### config.mk
export PLATFORM = sky130hd
export DESIGN_NAME = instruction_loader
export DESIGN_NICKNAME = d
export VERILOG_FILES = /design/src/rtl/mips_pkg.sv /design/src/rtl/byte_packer.sv /design/src/rtl/instruction_loader.sv
export SDC_FILE = /design/constraint.sdc
export NUM_CORES = 1
export LEC_CHECK = 0
export ABC_CLOCK_PERIOD_IN_PS = 4100
export BUFFER_PORTS_ARGS = -buffer_cell sky130_fd_sc_hd__buf_2
export CAP_MARGIN = 20
export CORE_ASPECT_RATIO = 1.5
export CORE_UTILIZATION = 28
export DETAILED_ROUTE_END_ITERATION = 10
export PLACE_DENSITY = 0.5
export RECOVER_POWER = 50
export SLEW_MARGIN = 5
export SYNTH_ARGS = -nofsm -noshare
export SYNTH_HDL_FRONTEND = slang
export SYNTH_HIERARCHICAL = 1
export SYNTH_SLANG_ARGS = --single-unit
### constraint.sdc
create_clock -name clk -period 4.1 [get_ports clk]
set_clock_uncertainty 0.15 [all_clocks]
set_input_delay 1.23 -clock clk [delete_from_list [all_inputs] [get_ports clk]]
set_output_delay 1.23 -clock clk [all_outputs]
set_load 0.02 [all_outputs]
### src/rtl/mips_pkg.sv
// rtl/mips_pkg.sv - shared instruction-memory parameters and loader state encoding
// Purpose: common types and constants for the boot-time instruction loader.
// Ports: none (package).
package mips_pkg;

  localparam int IMEM_ADDR_W = 16;
  localparam int IMEM_SIZE   = 16000;
  localparam int WORD_W      = 32;

  typedef enum logic [2:0] {
    ST_IDLE,
    ST_HEADER,
    ST_DATA,
    ST_DONE,
    ST_ERROR
  } state_e;

endpackage

### src/rtl/byte_packer.sv
// rtl/byte_packer.sv - big-endian 4-byte to 32-bit word assembler
// Purpose: shifts accepted bytes in MSB-first and flags the byte that completes a word.
// Ports:
//   clk, rst_n     clock, asynchronous active-low reset
//   clear_i        drops any partial word and restarts at byte 0
//   byte_valid_i   a byte is accepted this cycle
//   byte_data_i    the accepted byte
//   word_valid_o   this cycle's byte completes a word (combinational)
//   word_data_o    the completed word, valid with word_valid_o
module byte_packer
  import mips_pkg::*;
(
  input  logic              clk,
  input  logic              rst_n,
  input  logic              clear_i,
  input  logic              byte_valid_i,
  input  logic [7:0]        byte_data_i,
  output logic              word_valid_o,
  output logic [WORD_W-1:0] word_data_o
);

  logic [1:0]  cnt_q;
  logic [23:0] shreg_q;

  always_ff @(posedge clk or negedge rst_n) begin
    if (!rst_n) begin
      cnt_q   <= 2'd0;
      shreg_q <= 24'd0;
    end else if (clear_i) begin
      cnt_q   <= 2'd0;
      shreg_q <= 24'd0;
    end else if (byte_valid_i) begin
      cnt_q   <= cnt_q + 2'd1;  // wraps 3 -> 0 at each word boundary
      shreg_q <= {shreg_q[15:0], byte_data_i};
    end
  end

  // The completed word is presented in the same cycle as its 4th byte so the
  // loader can register the write strobe exactly one cycle later.
  assign word_valid_o = byte_valid_i && (cnt_q == 2'd3);
  assign word_data_o  = {shreg_q, byte_data_i};

endmodule

### src/rtl/instruction_loader.sv
// rtl/instruction_loader.sv - parses a length-prefixed byte image into instruction-memory writes
// Purpose: boot loader between the UART receiver and the instruction memory write port.
// Ports:
//   clk, rst_n     clock, asynchronous active-low reset
//   start          arms a new load from any state
//   rx_valid       received-byte strobe, rx_data holds the byte
//   write_enable   one-cycle write strobe, address/write_data valid with it
//   loading        high in HEADER or DATA
//   done           image fully written (level until start/reset)
//   error          image length exceeded MEM_SIZE (level until start/reset)
module instruction_loader
  import mips_pkg::*;
#(
  parameter int MEM_SIZE = IMEM_SIZE,
  parameter int ADDR_W   = IMEM_ADDR_W
) (
  input  logic              clk,
  input  logic              rst_n,
  input  logic              start,
  input  logic              rx_valid,
  input  logic [7:0]        rx_data,
  output logic              write_enable,
  output logic [ADDR_W-1:0] address,
  output logic [WORD_W-1:0] write_data,
  output logic              loading,
  output logic              done,
  output logic              error
);

  localparam logic [31:0] MaxWords = 32'(MEM_SIZE);

  state_e              state_q;
  logic [31:0]         n_q;
  logic [ADDR_W-1:0]   word_cnt_q;
  logic                we_q;
  logic [ADDR_W-1:0]   addr_q;
  logic [WORD_W-1:0]   wdata_q;
  logic                loading_q;
  logic                done_q;
  logic                error_q;

  logic                accept;
  logic                word_valid;
  logic [WORD_W-1:0]   word_data;
  logic [31:0]         words_written_d;

  // start wins over a coincident byte; bytes outside HEADER/DATA are dropped.
  assign accept = rx_valid && !start && (state_q == ST_HEADER || state_q == ST_DATA);

  byte_packer u_packer (
    .clk          (clk),
    .rst_n        (rst_n),
    .clear_i      (start),
    .byte_valid_i (accept),
    .byte_data_i  (rx_data),
    .word_valid_o (word_valid),
    .word_data_o  (word_data)
  );

  // Count including the word being written now, widened so the compare
  // against the full 32-bit N never truncates.
  assign words_written_d = {{(32-ADDR_W){1'b0}}, word_cnt_q} + 32'd1;

  always_ff @(posedge clk or negedge rst_n) begin
    if (!rst_n) begin
      state_q    <= ST_IDLE;
      n_q        <= 32'd0;
      word_cnt_q <= '0;
      we_q       <= 1'b0;
      addr_q     <= '0;
      wdata_q    <= '0;
      loading_q  <= 1'b0;
      done_q     <= 1'b0;
      error_q    <= 1'b0;
    end else begin
      we_q <= 1'b0;
      if (start) begin
        state_q    <= ST_HEADER;
        n_q        <= 32'd0;
        word_cnt_q <= '0;
        loading_q  <= 1'b1;
        done_q     <= 1'b0;
        error_q    <= 1'b0;
      end else if (word_valid) begin
        case (state_q)
          ST_HEADER: begin
            n_q <= word_data;
            if (word_data == 32'd0) begin
              state_q   <= ST_DONE;
              loading_q <= 1'b0;
              done_q    <= 1'b1;
            end else if (word_data > MaxWords) begin
              state_q   <= ST_ERROR;
              loading_q <= 1'b0;
              error_q   <= 1'b1;
            end else begin
              state_q <= ST_DATA;
            end
          end
          ST_DATA: begin
            we_q       <= 1'b1;
            addr_q     <= word_cnt_q;
            wdata_q    <= word_data;
            word_cnt_q <= word_cnt_q + ADDR_W'(1);
            if (words_written_d == n_q) begin
              state_q   <= ST_DONE;
              loading_q <= 1'b0;
              done_q    <= 1'b1;
            end
          end
          default: ;
        endcase
      end
    end
  end

  assign write_enable = we_q;
  assign address      = addr_q;
  assign write_data   = wdata_q;
  assign loading      = loading_q;
  assign done         = done_q;
  assign error        = error_q;

endmodule

==> run summary, run 1 <==
For the first-pass GRT wire length, the log shows 24.36 mm. The run gives 57 as the number of library cell types mapped by synthesis. The number of slew-limit violations in the final report was 90. The floorplan step set the die height to 181.6 um. The worst-case headroom to the max-slew limit is -31.92%. The average via count per standard cell was 4.832; the portion of synthesized cell area occupied by the leading cell type was 53.60%.

Once placement finished, the instance area stood at 0.006496 mm^2. The tools report the share of total power in sequential cells as 45.0%. During I/O placement, the number of pins put on the boundary was 64. After the last flow step, the layout net total stands at 614. Initial antenna violation count: 0. The slew at the pin closest to its max-slew limit came out at 1.979 ns.

The tools report the global placement routability congestion as 0.8581. Once the floorplan was initialized, standard cells occupied 28.59% of the core. The logs give 566 for the net count after synthesis and 0 for the residual antenna-violating net count after detailed routing.

Setup repair after global routing left no endpoint under its margin. The number of buffers added by the clock tree synthesis step is 17. The post-detailed-route wirelength per cell is 16.87 um. The number of antenna diodes in the final layout is 0. Yosys attributes the largest share of cell area to sky130_fd_sc_hd__dfrtp_1 (54%), sky130_fd_sc_hd__mux2_2 (9.0%), sky130_fd_sc_hd__nand2_1 (4.8%). The layout has 2094 filler cells. The kind of cell with the highest combined delay along the critical path is buffers and inverters. The number of gates resized after CTS was 0.

The setup path with the least slack is of type primary input to flip-flop. Along the worst path, the maximum fanout reaches 26. The most numerous cell type found on the critical path is sky130_fd_sc_hd__clkbuf_1. For this design the static power due to leakage is 3.150 nW. The internal portion of total power was 2.231 mW. The cell with the biggest individual delay on the critical path is sky130_fd_sc_hd__clkbuf_1.

The cell count after synthesis came out at 552. The run gives 2.873 mW as the total design power. In the synthesized netlist the dominant register cell turns out to be sky130_fd_sc_hd__dfrtp_1. The final hold violation count is 0.

In this design, the stage delay of the slowest critical-path cell is 1.46 ns. The synthesized design contains 129 register bits. For this run, the total global-route usage over all layers was measured as 14.38%. The floorplan step defined a die boundary enclosing 0.02211 mm^2.

Setup total negative slack on the finished layout was measured at 0 ns. The worst path uses 85.08% of the clock period. After clock tree synthesis, the clock-pin slew on the worst setup and hold paths is 0.06 ns.

Yosys printed 6 warnings. The HPWL after detailed placement is 10.38 mm. The run finished, with violations left. Pin count of the biggest net entering global routing: 84. The switching power share of the total came out at 22.32%.

Proportion of synthesized flip-flops having asynchronous set or reset: 100.0%. Summing the areas of all compound-gate instances in the mapped netlist gives 7.127% of the synthesized area. The root buffer cell chosen for the clock tree is sky130_fd_sc_hd__clkbuf_16. The share of synthesized cell area in full adder, half adder and majority cells was 0.4155%; the clock network latency to the later pin of the worst-skew pair was 0.41 ns.

In this run the standard cell core region covers 0.02106 mm^2. The floorplan step set the die width to 121.7 um. Relative to the synthesized area, the layout overhead comes to 16.70%. The area fraction in and, or, nand and nor cells after synthesis was 16.10%; the xor/xnor cell area share of the yosys netlist was 4.509%. The area of the mapped netlist is 0.006022 mm^2, and the peak supply drop is 0.2136 mV.

The number of buffers inserted to repair setup after CTS is 0, and the clock period minus worst slack is 3.488 ns. The first TritonRoute pass finished after 7 iterations. Setup violations remaining at the end of the flow were counted as 0. TritonCTS built the clock tree. After detailed routing, the number of remaining DRC violations is 0. Walking the worst path, the cells encountered are clkbuf_1, nor4b_1, clkbuf_1, mux2i_1, nor2_1.

The worst path buffer plus inverter count is 2, and the proportion of power drawn by combinational gates is 3.1%. The tool flagged a number of max-cap violations equal to 2. The first routing iteration left 176 violations. The checks that failed: capacitance limit, slew limit. Via count of the first global-routing pass: 4410.

The number of enable-type register cells in the synthesized netlist was 0. The library cell with the largest summed area after synthesis is sky130_fd_sc_hd__dfrtp_1. The run gives 4 as the number of H-tree branching levels. The worst hold path belongs to the class flip-flop to flip-flop. The tools report the critical path arrival as 3.60 ns. The total grt overflow is 0. For the upper clock frequency limit, the log shows 0.2867 GHz.

The proportion of layout cells with a drive suffix above 1 was 21.90%; the utilization after layout was 33.37%. The worst setup path is captured at a flip-flop. The required time of the critical path came out at 4.21 ns. The largest family of logic cells by synthesized area is simple AND/OR/NAND/NOR gates.

The portion of synthesized area spent on multiplexers is 13.48%. A synthesized cell averages 10.91 um^2. In this run the power density over the cells is 408.8 mW/mm^2. Counting every sink on the clock net gives 129.

Hold repair after CTS inserted 0 buffers. The post-detailed-routing wire length was 14.85 mm; the count of standard-cell rows was 65. The worst setup path is launched from a primary input.

The total non-filler cell area in the finished layout is 0.007028 mm^2, and the number of port buffers is 63. For this design the total switching power over the nets is 0.6413 mW. Final hold analysis gives a worst-case slack of 0.3531 ns.

Of the total power, the clock network draws 51.9%. The register area share after synthesis is 53.60%, and the routed via count is 4252. The longest clock path from root to sink contains 2 buffers.
-- cells in the final DEF (no fill, tap or decap), drive strengths merged, types with 6 or more instances in the layout --
cell    instances
xnor2          17
xor2           14
dfrtp         129
nand3          13
nor3            7
clkbuf         48
nand4          11
mux2i          26
buf            45
nor4           10
mux2           49
nand2          77
a21oi          36
nor2           53
and3            6
-- final cells by class --
class	instances	area, um^2	area share (%)
clock buffer	19	452.9	6.445
clock inverter	12	135.1	1.923
inverter	3	11.26	0.1602
multi-input combinational	375	2515	35.78
sequential	129	3228	45.93
tap	268	335.3	4.771
timing repair buffer	74	350.3	4.985
-- synthesized netlist by cell type, types with 8 or more instances --
master	number
sky130_fd_sc_hd__nand3_1	13
sky130_fd_sc_hd__nand2_1	77
sky130_fd_sc_hd__mux2i_1	26
sky130_fd_sc_hd__dfrtp_1	129
sky130_fd_sc_hd__buf_4	13
sky130_fd_sc_hd__xnor2_1	17
sky130_fd_sc_hd__nor2_1	51
sky130_fd_sc_hd__mux2_2	48
sky130_fd_sc_hd__a21oi_1	36
sky130_fd_sc_hd__clkbuf_1	18
sky130_fd_sc_hd__nor4_1	9
sky130_fd_sc_hd__buf_2	8
sky130_fd_sc_hd__nand4_1	10
sky130_fd_sc_hd__xor2_1	14
-- power groups by stage --
stage	Clock, mW	Sequential, mW	Combinational [mW]
3_5_place_dp	0	1.32	0.0932
6_report	1.49	1.29	0.0889
2_1_floorplan	0	1.31	0.0540
5_1_grt	1.59	1.29	0.101
3_3_place_gp	0	1.32	0.0906
4_1_cts	1.54	1.29	0.0933
-- cells by family after synthesis --
kind of cell / count (synthesis)
fa+ha+maj: 2
simple gates: 202
flops: 129
buf+inv: 48
mux: 75
xor+xnor: 31
compound gates: 65
-- per-layer routing --
layer	track usage, %	wire, um	vias to the layer above
met5	0	0	-
met4	7.210	542	0
met1	16.69	6281	2116
li1	-	-	2024
met3	3.392	391	28
met2	24.38	7632	84
-- final timing paths --
kind                             start                   to  slack, ns  cells past startpoint
setup / recovery                 start  u_packer/shreg_q[3]       0.61                      5
hold / removal             address[12]          address[12]       0.35                      1
setup reg to reg            state_q[1]  u_packer/shreg_q[3]       1.03                      5
hold reg to reg            address[12]          address[12]       0.35                      1
max in group asynchronous        rst_n              n_q[13]       1.04                      2
min in group asynchronous        rst_n           address[2]       1.05                      1
-- metrics by stage --
stage | cells | setup WS (ns)
final | 880 | 0.6119
after global routing | 880 | 0.5074
after CTS | 880 | 0.8720
after detailed placement | 849 | 0.4218
after global placement | 849 | 0.6244
after floorplan | 552 | 0.2224
-- flip-flops by register name, indices dropped and copies added, names as in the netlist --
register	cells
address	16
done	1
error	1
loading	1
n_q	32
state_q	3
u_packer/cnt_q	2
u_packer/shreg_q	24
word_cnt_q	16
write_data	32
write_enable	1
No activity file was read; power rests on OpenSTA's default activity.
==> run 2, diff against run 1 <==
- PLACE_DENSITY: 0.5 -> 0.51
==> run summary, run 2 (synthesis results as in run 1) <==
The flow ran to the end, but the final reports show violations. The final reports fail on capacitance limit, slew limit. The tools report the final sum of negative setup slack as 0 ns (unchanged). The cell sitting at the root of the clock tree is a sky130_fd_sc_hd__clkbuf_16. The clock period minus worst slack works out to 3.420 ns (-0.06858 ns). Placement-stage cell area: 0.006494 mm^2 (about the same). The worst setup path is launched from a primary input.

The average via count per standard cell is 4.811 (-0.43%), and the number of buffers added by the clock tree synthesis step is 17 (unchanged). For the full die area, the log shows 0.02211 mm^2 (unchanged). The number of port buffers works out to 63 (unchanged). Commonest non-fill, non-tap cell in the layout: sky130_fd_sc_hd__dfrtp_1. The critical path arrival was 3.53 ns (-0.07 ns). For the cell total after placement, the log shows 847 (-0.24%). The number of slew-limit violations in the final report was 27 (-70%). The pin count of the biggest net entering global routing is 84 (unchanged), and the total number of nets in the final design is 612 (-0.33%). In the layout the commonest cells are sky130_fd_sc_hd__dfrtp_1 (129), sky130_fd_sc_hd__nand2_1 (77), sky130_fd_sc_hd__nor2_1 (50). For the effective utilization at floorplan, the log shows 28.59% (unchanged).

The run gives 180 (+2.3%) as the number of DRC markers in iteration 0. Worst-case headroom to the max-slew limit: -29.44% (+2.5 points). The logs give 0.8647 (+0.77%) for the global placement routability congestion and 0 (unchanged) for the final hold violation count.

The clock network latency to the later pin of the worst-skew pair is 0.41 ns (about the same). The residual antenna-violating net count after detailed routing is 0 (unchanged). The total of cells resized after clock tree synthesis was 0 (unchanged). Walking the worst path, the cells encountered are clkbuf_1, nor4b_1, clkbuf_1, mux2i_1, nor2_1.

For the number of buffers inserted to repair setup after CTS, the log shows 0 (unchanged). The proportion of layout cells with a drive suffix above 1 works out to 23.40% (+1.5 points). The most numerous cell type found on the critical path is sky130_fd_sc_hd__clkbuf_1. The tools report the required time of the critical path as 4.21 ns (about the same). TritonCTS built the clock tree. For the utilization after layout, the log shows 33.26% (-0.10 points).

The run gives 10.30 mm (-0.72%) as the post-DP HPWL. For the routed via count, the log shows 4229 (-0.54%). The run gives 4 (unchanged) as the number of H-tree branching levels.

The via count of the first global-routing pass came out at 4291 (-2.7%). The count of TritonRoute iterations in the first routing pass is 5 (-2). The ratio of final minimum period to clock period is 83.40% (-1.7 points), and the area growth from synthesis to layout is 16.35%.

Static leakage: 3.181 nW (+0.98%). The first-pass GRT wire length is 23.47 mm (-3.7%). Post-detailed-route wirelength per cell: 16.66 um (-1.2%). For the standard cell core area, the log shows 0.02106 mm^2 (unchanged).

Final count of negative-setup-slack endpoints: 0 (unchanged). The maximum buffer depth of the clock tree was 2 (unchanged); the delay of the slowest critical-path stage was 1.43 ns (-0.03 ns). The total non-filler cell area in the finished layout was 0.007007 mm^2 (-0.30%). The upper clock frequency limit was 0.2924 GHz (+2.0%); the max-cap check violation count was 2 (unchanged). The initial antenna violation count is 0 (unchanged), and the peak supply drop is 0.2070 mV (-3.1%). The count of standard-cell rows is 65 (unchanged), and the total of hold buffers inserted after clock tree synthesis is 0 (unchanged). Global-route usage over all layers: 13.85% (-0.53 points). STA classifies the critical path endpoint as a flip-flop.

The worst hold-check path type is flip-flop to flip-flop. Post-detailed-routing wire length: 14.65 mm (-1.4%). Among all stages on the critical path, the largest delay is contributed by sky130_fd_sc_hd__clkbuf_1. The total design power is 2.792 mW (-2.8%), and the highest net fanout along the worst path is 26 (unchanged). The areal power density over the cells was 398.4 mW/mm^2 (-2.5%).

The critical path is of the primary input to flip-flop type. The tools report the total grt overflow as 0 (unchanged). The clock transition time at the flip-flop clock pins of the worst setup and hold paths was 0.06 ns (about the same); the slew at the pin closest to its max-slew limit was 1.942 ns (-0.03726 ns). The vertical die dimension works out to 181.6 um (unchanged). The post-route DRC violation count was 0 (unchanged).

The antenna diode count is 0 (unchanged), and the top-level I/O count is 64 (unchanged). The count of non-filler cells in the finished layout was 879 (-0.11%); the number of clock sinks was 129 (unchanged). Setup repair after global routing left no endpoint under its margin. The die span in x came out at 121.7 um (unchanged).
run 2: path summary, 6_finish.rpt:
path / slack (ns) / depth (start not counted) / end / from
max: 0.68 / 5 / u_packer/shreg_q[3] / start
max in group asynchronous: 0.90 / 2 / u_packer/shreg_q[8] / rst_n
min in group asynchronous: 1.04 / 1 / address[2] / rst_n
min: 0.35 / 1 / address[13] / address[13]
min reg2reg: 0.35 / 1 / address[13] / address[13]
max reg2reg: 1.08 / 5 / u_packer/shreg_q[3] / state_q[0]
run 2: final cells by class:
cell class / instances / area (um^2)
Clock buffer: 21 / 450.4
Timing Repair Buffer: 72 / 356.6
Fill cell: 2129 / 14060
Tap cell: 268 / 335.3
Inverter: 3 / 11.26
Clock inverter: 11 / 110.1
Multi-Input combinational cell: 375 / 2515
Sequential cell: 129 / 3228
run 2: worst max-delay path, delay by kind of cell:
family / cells / cell delay (ns)
buffers and inverters: 2 / 1.54
and+or+nand+nor: 2 / 0.42
muxes: 1 / 0.32
run 2: power breakdown:
group	leakage [nW]	internal, mW	switching, mW
combinational	1.13	0.0251	0.0634
clock	0.263	0.853	0.556
sequential	1.79	1.28	0.0133
run 2: routing by layer:
| metal | global-route usage, % | routed length, um | up-vias |
|---|---|---|---|
| li1 | - | - | 2014 |
| met1 | 16.02 | 5967 | 2111 |
| met2 | 24.34 | 7939 | 85 |
| met3 | 2.513 | 412 | 19 |
| met4 | 6.370 | 327 | 0 |
| met5 | 0 | 0 | - |
run 2: per-stage QoR:
| step | setup slack, ns | hold WS [ns] |
|---|---|---|
| 6_report | 0.6804 | 0.3510 |
| 5_1_grt | 0.4022 | 0.3741 |
| 4_1_cts | 0.7909 | 0.3557 |
| 3_5_place_dp | 0.3617 | 0.3409 |
| 3_3_place_gp | 0.6141 | 0.3373 |
| 2_1_floorplan | 0.2224 | 0.3403 |
==> run 3, diff against run 2 <==
- ABC_AREA: unset -> 1
- ABC_CLOCK_PERIOD_IN_PS: 4100 -> 3100
- PLACE_DENSITY: 0.51 -> 0.53
- clock period: 4.1 -> 3.1 ns (I/O delays scaled with it)
==> run summary, run 3 <==
The count of non-filler cells in the finished layout was 1042 (+19%). The average footprint of a synthesized cell is 8.550 um^2 (-22%). The average via count per standard cell works out to 4.581 (-4.8%). The kind of cell adding the most delay to the critical path is simple AND/OR/NAND/NOR gates.

The post-detailed-route wirelength per cell is 15.71 um (-5.7%), and the filler cell count in the final layout is 2235 (+5.0%). The count of standard-cell rows was 65 (unchanged). The most common cell in the netlist was sky130_fd_sc_hd__nand2_1. Walking the worst path, the cells encountered are ha_1, nand3_1, nor2_1, nand2_1, nand3_1, nand2_1, nor2_1, nand2_1, nor2_1, nand3_1, nand2_2, nand3_1, nand2_1, nand2_1. Count of TritonRoute iterations in the first routing pass: 4 (-1).

The library cell with the largest summed area after synthesis was sky130_fd_sc_hd__dfrtp_1. The top-level I/O count came out at 64 (unchanged). The net count after synthesis was 712 (+26%); the clock transition time at the flip-flop clock pins of the worst setup and hold paths was 0.06 ns (about the same).

The critical path is of the flip-flop to flip-flop type. For the effective utilization at floorplan, the log shows 28.44% (-0.15 points). For the number of library cell types mapped by synthesis, the log shows 32 (-44%). The standard cell core area was 0.02098 mm^2 (-0.39%); the synthesized instance count was 698 (+26%). In the post-synthesis netlist, the biggest area contributors are sky130_fd_sc_hd__dfrtp_1 (54%), sky130_fd_sc_hd__nand2_1 (13%), sky130_fd_sc_hd__inv_1 (5.7%). The run gives 0 (unchanged) as the total of hold buffers inserted after clock tree synthesis. Areal power density over the cells: 605.4 mW/mm^2 (+52%). The number of buffers added by the clock tree synthesis step was 17 (unchanged); the total of cells resized after clock tree synthesis was 0 (unchanged).

The number of DRC markers in iteration 0 is 326 (+81%). The logs give 2 (unchanged) for the maximum buffer depth of the clock tree and 3.26 ns (-0.95 ns) for the required time of the critical path. For the worst-case headroom to the max-slew limit, the log shows -22.01% (+7.4 points). The final critical path takes up 81.58% of the cycle. For the utilization after layout, the log shows 34.13% (+0.86 points). The proportion of synthesized flip-flops having asynchronous set or reset was 100.0% (unchanged). The slew at the pin closest to its max-slew limit works out to 1.830 ns (-0.1115 ns).

The proportion of layout cells with a drive suffix above 1 is 17.44% (-6.0 points), and the total number of nets in the final design is 775 (+27%). For the pin count of the biggest net entering global routing, the log shows 66 (-21%). In this design, the critical path's most frequently occurring cell is sky130_fd_sc_hd__nand2_1.

The clock network latency to the later pin of the worst-skew pair came out at 0.42 ns (about the same). The vertical die dimension is 180.8 um (-0.44%). The run gives 0 (unchanged) as the antenna diode count. For the final hold violation count, the log shows 0 (unchanged). The number of slew-limit violations in the final report was 32 (+19%); the synthesis warning total was 6 (unchanged). The die span in x was 121.2 um (-0.44%); the worst path buffer plus inverter count was 0 (-2).

By count the netlist is led by sky130_fd_sc_hd__nand2_1 (200), sky130_fd_sc_hd__dfrtp_1 (129), sky130_fd_sc_hd__inv_1 (91). The post-route DRC violation count is 0 (unchanged). The highest net fanout along the worst path was 6 (-77%). The run finished, with violations left.

The logs give 4773 (+13%) for the routed via count and 0.007161 mm^2 (+2.2%) for the total non-filler cell area in the finished layout. The logs give 0.3228 ns (-0.02822 ns) for the worst hold-check slack and 0 (unchanged) for the number of buffers inserted to repair setup after CTS. The final reports fail on capacitance limit, slew limit. The peak supply drop was 0.3521 mV (+70%); the post-DP HPWL was 12.17 mm (+18%). The clock period minus worst slack was 2.529 ns. The post-detailed-routing wire length is 16.37 mm (+12%). The path class of the tightest hold or removal check is flip-flop to flip-flop. The element type at the critical path end was a flip-flop. The global-route usage over all layers came out at 15.97% (+2.1 points). The full die area is 0.02192 mm^2 (-0.88%), and the portion of synthesized cell area occupied by the leading cell type is 54.09% (+0.48 points).

The tools report the initial antenna violation count as 0 (unchanged). The area growth from synthesis to layout came out at 19.98%. The number of storage elements in the synthesis netlist came out at 129 (unchanged). The cell total after placement is 1010 (+19%), and the via count of the first global-routing pass is 4845 (+13%). TritonCTS built the clock tree.

The first-pass GRT wire length came out at 26.54 mm (+13%). The logs give 0.006573 mm^2 (+1.2%) for the placement-stage cell area and 3.468 nW (+9.0%) for the static leakage. Among all flip-flop cells after synthesis, the most frequent one is sky130_fd_sc_hd__dfrtp_1. The critical path launch point type is a flip-flop.

The largest individual stage delay along the critical path comes from the cell sky130_fd_sc_hd__dfrtp_1. The tools report the upper clock frequency limit as 0.3954 GHz. The residual antenna-violating net count after detailed routing came out at 0 (unchanged). The tree is rooted in a sky130_fd_sc_hd__clkbuf_16. The delay of the slowest critical-path stage is 0.44 ns (-0.99 ns). The number of enable-type register cells in the synthesized netlist was 0 (unchanged); the final sum of negative setup slack was 0 ns (unchanged). Number of port buffers: 63 (unchanged). Leaving out fill and tap cells, the most frequent cell in the layout is sky130_fd_sc_hd__nand2_1. The final count of negative-setup-slack endpoints was 0 (unchanged); the critical path arrival was 2.69 ns (-0.84 ns). For the number of clock sinks, the log shows 129 (unchanged).

The number of H-tree branching levels was 4 (unchanged). The library cells used most frequently in the layout, excluding fill and tap cells, are sky130_fd_sc_hd__nand2_1 (200), sky130_fd_sc_hd__dfrtp_1 (129), sky130_fd_sc_hd__inv_1 (91). The register area share after synthesis is 54.09% (+0.48 points), and the max-cap check violation count is 1 (-1). The tools report the global placement routability congestion as 0.8184 (-5.4%).

Total grt overflow: 0 (unchanged). Setup repair after global routing left no endpoint under its margin. The run gives 0.005968 mm^2 (-0.89%) as the area of the mapped netlist.
-- run 3: power by group --
part           internal [mW]  total, mW  leakage, nW  switching (mW)
Clock                   1.35       2.11        0.290           0.764
Combinational          0.117      0.428         1.39           0.311
Sequential              1.74       1.80         1.79          0.0549
Total                   3.21       4.33         3.47            1.13
-- run 3: worst paths after layout --
path / from / end / slack [ns] / depth (start not counted)
max: word_cnt_q[0] / done / 0.57 / 14
min: u_packer/shreg_q[22] / u_packer/shreg_q[22] / 0.32 / 2
min in group asynchronous: rst_n / write_data[2] / 0.85 / 1
min reg2reg: u_packer/shreg_q[22] / u_packer/shreg_q[22] / 0.32 / 2
max reg2reg: word_cnt_q[0] / done / 0.57 / 14
max in group asynchronous: rst_n / n_q[15] / 0.72 / 2
-- run 3: cells by family (layout without fill, tap and decap cells) --
logic type | count (synthesis) | in the layout | synth area share, %
buffers and inverters | 128 | 204 | 9.476
AND/OR/NAND/NOR | 331 | 331 | 25.87
XOR/XNOR | 2 | 2 | 0.2936
adder cells (fa/ha/maj) | 2 | 2 | 0.4192
AO/OA/AOI/OAI | 106 | 106 | 9.853
flip-flops | 129 | 129 | 54.09
-- run 3: worst register-to-register path, cell delays in order, from the launching register on --
cell and delay [ns]:
sky130_fd_sc_hd__dfrtp_1 0.44, sky130_fd_sc_hd__ha_1 0.23, sky130_fd_sc_hd__nand3_1 0.15, sky130_fd_sc_hd__nor2_1 0.33, sky130_fd_sc_hd__nand2_1 0.13, sky130_fd_sc_hd__nand3_1 0.11
sky130_fd_sc_hd__nand2_1 0.05, sky130_fd_sc_hd__nor2_1 0.07, sky130_fd_sc_hd__nand2_1 0.07, sky130_fd_sc_hd__nor2_1 0.16, sky130_fd_sc_hd__nand3_1 0.16, sky130_fd_sc_hd__nand2_2 0.13
sky130_fd_sc_hd__nand3_1 0.10, sky130_fd_sc_hd__nand2_1 0.09, sky130_fd_sc_hd__nand2_1 0.04
-- run 3: metal layers --
| layer | vias to the layer above | part of all wire, % | GRT usage, % |
|---|---|---|---|
| met2 | 97 | 52 | 27.66 |
| met3 | 37 | 2.5 | 2.431 |
| li1 | 2387 | - | - |
| met4 | 0 | 4.5 | 9.432 |
| met5 | - | 0 | 0 |
| met1 | 2252 | 41 | 18.38 |
-- run 3: cell type report --
cell class,count,area [um^2],share of cell area (%)
multi-input combinational,441,2177,30.40
tap,268,335.3,4.683
inverter,96,362.8,5.067
clock buffer,19,432.9,6.046
timing repair buffer,76,437.9,6.116
sequential,129,3228,45.08
clock inverter,13,186.4,2.604
-- run 3: metrics by stage --
stage / total power, mW / setup WS, ns
4_1_cts: 4.390 / 0.5607
3_3_place_gp: 2.262 / 0.5778
6_report: 4.335 / 0.5711
3_5_place_dp: 2.264 / 0.5741
2_1_floorplan: 2.094 / 0.1971
5_1_grt: 4.499 / 0.2053
